[src/rtl/serial_subtractor_pkg.sv]
// Shared definitions for the bit-serial arithmetic blocks: FSM state encodings
// and the default operand width.
package serial_subtractor_pkg;

    typedef enum logic [1:0] {
        IDLE  = 2'd0,
        SHIFT = 2'd1,
        DONE  = 2'd2
    } state_e;

    localparam int DEFAULT_WIDTH = 4;

endpackage

[src/rtl/serial_subtractor_full_subtractor.sv]
// One-bit full subtractor cell: diff = a - b - borrow_in, with borrow out.
module full_subtractor (
    input  logic a_i,
    input  logic b_i,
    input  logic borrow_in_i,
    output logic diff_o,
    output logic borrow_out_o
);

    assign diff_o       = a_i ^ b_i ^ borrow_in_i;
    assign borrow_out_o = (~a_i & b_i) | (~(a_i ^ b_i) & borrow_in_i);

endmodule

[src/rtl/serial_subtractor.sv]
// Bit-serial subtractor: a - b computed LSB first through one full-subtractor
// cell, with a start/ready/done handshake and a {borrow, difference} result.
//
// state | meaning
// IDLE  | ready high, waiting for start; operands latched on the accepting edge
// SHIFT | one bit processed per edge, LSB first
// DONE  | single-cycle done pulse, diff freshly loaded
module serial_subtractor
    import serial_subtractor_pkg::*;
#(
    parameter int WIDTH = DEFAULT_WIDTH
) (
    input  logic             clk_i,
    input  logic             rst_i,
    input  logic             start_i,
    input  logic [WIDTH-1:0] a_i,
    input  logic [WIDTH-1:0] b_i,
    output logic             ready_o,
    output logic             done_o,
    output logic [WIDTH:0]   diff_o
);

    localparam int CNT_W = $clog2(WIDTH) + 1;

    state_e           state_q, state_d;
    logic [WIDTH-1:0] a_sh_q, a_sh_d;
    logic [WIDTH-1:0] b_sh_q, b_sh_d;
    logic [WIDTH-1:0] res_q, res_d;
    logic             borrow_q, borrow_d;
    logic [CNT_W-1:0] cnt_q, cnt_d;
    logic [WIDTH:0]   diff_q, diff_d;
    logic             bit_diff;
    logic             bit_bout;
    logic             last_bit;

    full_subtractor u_full_subtractor (
        .a_i          (a_sh_q[0]),
        .b_i          (b_sh_q[0]),
        .borrow_in_i  (borrow_q),
        .diff_o       (bit_diff),
        .borrow_out_o (bit_bout)
    );

    assign last_bit = (cnt_q == CNT_W'(WIDTH - 1));

    always_ff @(posedge clk_i) begin
        if (rst_i) begin
            state_q <= IDLE;
        end else begin
            state_q <= state_d;
        end
    end

    always_comb begin
        state_d = state_q;
        case (state_q)
            IDLE:    if (start_i) state_d = SHIFT;
            SHIFT:   if (last_bit) state_d = DONE;
            DONE:    state_d = IDLE;
            default: state_d = IDLE;
        endcase
    end

    always_comb begin
        ready_o = 1'b0;
        done_o  = 1'b0;
        case (state_q)
            IDLE:    ready_o = 1'b1;
            DONE:    done_o  = 1'b1;
            default: ;
        endcase
    end

    // Result bits enter from the MSB side so the LSB-first stream lands in place.
    always_comb begin
        a_sh_d   = a_sh_q;
        b_sh_d   = b_sh_q;
        res_d    = res_q;
        borrow_d = borrow_q;
        cnt_d    = cnt_q;
        diff_d   = diff_q;
        case (state_q)
            IDLE: begin
                if (start_i) begin
                    a_sh_d   = a_i;
                    b_sh_d   = b_i;
                    res_d    = '0;
                    borrow_d = 1'b0;
                    cnt_d    = '0;
                end
            end
            SHIFT: begin
                a_sh_d   = a_sh_q >> 1;
                b_sh_d   = b_sh_q >> 1;
                res_d    = {bit_diff, res_q[WIDTH-1:1]};
                borrow_d = bit_bout;
                cnt_d    = cnt_q + CNT_W'(1);
                if (last_bit) begin
                    diff_d = {bit_bout, bit_diff, res_q[WIDTH-1:1]};
                end
            end
            default: ;
        endcase
    end

    always_ff @(posedge clk_i) begin
        if (rst_i) begin
            a_sh_q   <= '0;
            b_sh_q   <= '0;
            res_q    <= '0;
            borrow_q <= 1'b0;
            cnt_q    <= '0;
            diff_q   <= '0;
        end else begin
            a_sh_q   <= a_sh_d;
            b_sh_q   <= b_sh_d;
            res_q    <= res_d;
            borrow_q <= borrow_d;
            cnt_q    <= cnt_d;
            diff_q   <= diff_d;
        end
    end

    assign diff_o = diff_q;

endmodule

[config.mk]
export PLATFORM = sky130hd
export DESIGN_NAME = serial_subtractor
export DESIGN_NICKNAME = d
export VERILOG_FILES = /design/src/rtl/serial_subtractor_pkg.sv /design/src/rtl/serial_subtractor_full_subtractor.sv /design/src/rtl/serial_subtractor.sv
export SDC_FILE = /design/constraint.sdc
export NUM_CORES = 1
export LEC_CHECK = 0
export BUFFER_PORTS_ARGS = -buffer_cell sky130_fd_sc_hd__buf_2
export CORE_UTILIZATION = 45
export CTS_BUF_LIST = sky130_fd_sc_hd__clkbuf_8
export CTS_CLUSTER_SIZE = 30
export DETAILED_ROUTE_END_ITERATION = 8
export GPL_TIMING_DRIVEN = 1
export PLACE_DENSITY = 0.7
export SYNTH_ARGS = -nofsm -noshare
export SYNTH_HDL_FRONTEND = slang
export SYNTH_HIERARCHICAL = 1
export SYNTH_SLANG_ARGS = --single-unit
[constraint.sdc]
create_clock -name clk_i -period 1.3 [get_ports clk_i]
set_input_delay 0.26 -clock clk_i [delete_from_list [all_inputs] [get_ports clk_i]]
set_output_delay 0.26 -clock clk_i [all_outputs]
set_load 0.01 [all_outputs]
==> impl_results.md <==
* Status: completed
* Kind of critical path: flop to flop
* Row cnt at 16
* Crit path required time at between 1 and 1.5 ns
* Syn Nets at ~120
* Clock latency reported for the late side of the worst-skew pair at between 0.2 and 0.3 ns
* Final Skew at around 0.0033 ns
* Top cell type's share of synthesized area at a little under half
* Die Y at approximately 48 um
* Mapped cell area at approximately 970 um2
* Dpl cells at 143
* Die area at roughly 2300 um2
* Routed vias/inst at 5.13
* PwrDens at ~1300 nW/um2
* HPWL Detailed at roughly 1.2 mm
* Fin nets at between 100 and 150
* Slew @ Worst Pin at ~0.46 ns
* Final Max Slew Viols at 0
* Number of CTS-inserted buffers at 3
* P&R area growth vs syn at 24.3%
* Clock root buffer: clkbuf_8
* Drt initial violations at 15
* Most frequent cells in the layout: dfxtp_1, buf_2, nor2_1, mux2i_1
* Hold-fix buffers, CTS at 0
* Crit start category: flop
* Die Width at around 48 um
* Crit path capture type: flop
* Setup violators final at 0
* Total congestion overflow at 0
* Hold WC Path Type: input port to flop
* Post-synthesis cell type count at 27
* CP arrival at around 1.4 ns
* Vias in the first global route at about 750
* Highest Clock Rate at 0.788 GHz
* TritonCTS clock tree: built
* # fillers at 171
* DR pass1 iterations at 4
* ANT nets after route at 0
* Synthesized netlist cell count at 102
* Top fanout value on the critical path at 11
* Port Buffers at 17
* Sequential cell area at around 450 um2
* Initial Utilization at between 40% and 50%
* Final period util at a little over nine tenths
* Max-Cap Viols at 0
* CTS sink cnt at 22
* Longest Clk Path Bufs at 2
* Main area contributors after synthesis: dfxtp_1, mux2i_1, nor2_1, a211oi_2, a22oi_1
* Critical path startpoint: state_q[1]
* Fin crit period at between 1 and 1.5 ns
* Maximum number of pins on one net before global-route repair at 23
* DRC viols at 0
* VDD IR max at just over 0.7 mV
* Initial antenna violation count at 0
* Multi-input gate area at between 400 and 500 um2
* FF+latch count, synth at 22
* Sequential-to-total area share from yosys stat at a little under half
* # H-tree levels at 1
* Setup slack at placement at approximately 0.046 ns
* Post-Syn Area per Cell at 9.49 um2
* Final non-filler cell total at 149
* Most common cell after layout, fill and taps aside: dfxtp_1
* Final WS setup at about 0.031 ns
* RR Endpoint: a_sh_q[2]
* GPL Wtd Cong at 0.743
* Number of synthesis warnings at 6
* Total vias in the final route at roughly 760
* Leading area contributor after synthesis: dfxtp_1
* Post-DR wirelength/cell at 12.4 um
* RR Startpoint: state_q[1]
* Register clock-pin slew on the reported worst setup and hold paths at about 0.08 ns
* Leakage at just under 0.5 nW
* GRT Resource Usage Total at 16.6%
* I/O pin cnt at 18
* Core area at 2000 um2
* Critical path capture point: a_sh_q[2]
* Slew margin rel. at a little under 70%
* Layout cells sized above 1 at 32.0%
* Register-to-register setup slack at 0.03 ns
* Cells on worst reg2reg path at 5
* Antenna diodes at 0
* First-pass GRT wire length at 3.09 mm
* Final Routed Wirelength at 1.85 mm
* Final hold violation count at 0
## how the worst min path moves through the flow
stage               startpoint   endpoint  slack, ns  cells past startpoint
CTS                     a_i[3]  a_sh_q[3]       0.29                      3
global route            b_i[3]  b_sh_q[3]       0.30                      3
global placement     diff_o[1]  diff_o[1]       0.44                      2
detailed placement   diff_o[2]  diff_o[2]       0.45                      2
finish                  a_i[3]  a_sh_q[3]       0.28                      3
floorplan                rst_i  a_sh_q[1]       0.33                      1
## kinds of logic (layout without fill, tap and decap cells)
family                     Yosys count  after routing  share of synthesized area, %
buffers and inverters               13             33                          6.46
AOI/OAI and AO/OA                   22             22                          17.4
and+or+nand+nor                     35             35                          18.7
DFF                                 22             22                          45.5
muxes                                7              7                          7.24
adders and majority gates            3              3                          4.65
## repair_timing
item	CTS	global route
resized for setup	2	8
setup buffers	0	2
endpoints found under the setup margin	2	8
pin swaps	0	3
## state kept, by name, indices dropped and copies added, names as in the netlist
name      cells
diff_o        5
a_sh_q        4
b_sh_q        4
cnt_q         3
res_q         3
state_q       2
borrow_q      1
## metal layers
layer	share of wire, %	GRT usage, %	up-vias
li1	-	-	392
met2	48	30.0	23
met3	4.6	2.20	6
met5	0	0	-
met1	45	20.1	343
met4	1.9	5.88	0
## power breakdown
part | leakage (nW) | internal (mW) | total [mW] | switching, mW
sequential | 0.181 | 0.701 | 0.721 | 0.0207
clock | 0.0357 | 0.411 | 0.628 | 0.217
combinational | 0.280 | 0.0805 | 0.173 | 0.0925
total | 0.497 | 1.19 | 1.52 | 0.330
## worst max-delay path: stages, from the launching register on
cell and delay, ns:
dfxtp_4 0.36, buf_4 0.14, o21ba_1 0.25, buf_6 0.17
nor2_1 0.05, a211oi_1 0.21
## cell type report
cell class / instances / share of cell area (%)
Timing Repair Buffer: 23 / 12.5
Clock inverter: 1 / 2.49
Clock buffer: 3 / 3.43
Tap cell: 27 / 2.81
Multi-Input combinational cell: 67 / 39.6
Inverter: 6 / 1.87
Sequential cell: 22 / 37.3
## through the flow
stage               util, %  cell area [um2]  setup TNS, ns  power, mW  hold WS [ns]
detailed placement     54.4             1090              0      0.899         0.445
global placement       54.4             1090              0      0.893         0.442
finish                 60.1             1200              0       1.52         0.281
floorplan                 -              968              0      0.852         0.331
global route           60.1             1200        -0.0174       1.58         0.302
CTS                    58.1             1160              0       1.52         0.286
## cell usage after synthesis, drive strengths merged
master   number
dfxtp        22
nor2         16
a21oi         7
mux2i         7
a22oi         6
buf           6
inv           6
a211oi        5
nand2         5
nand3         5
ha            2
nand4bb       2
o21ai         2
and2b         1
clkbuf        1
fa            1
nand3b        1
nor2b         1
nor3          1
nor3b         1
nor4          1
nor4b         1
o21ba         1
o21bai        1
No activity file was read; power rests on OpenSTA's default activity.
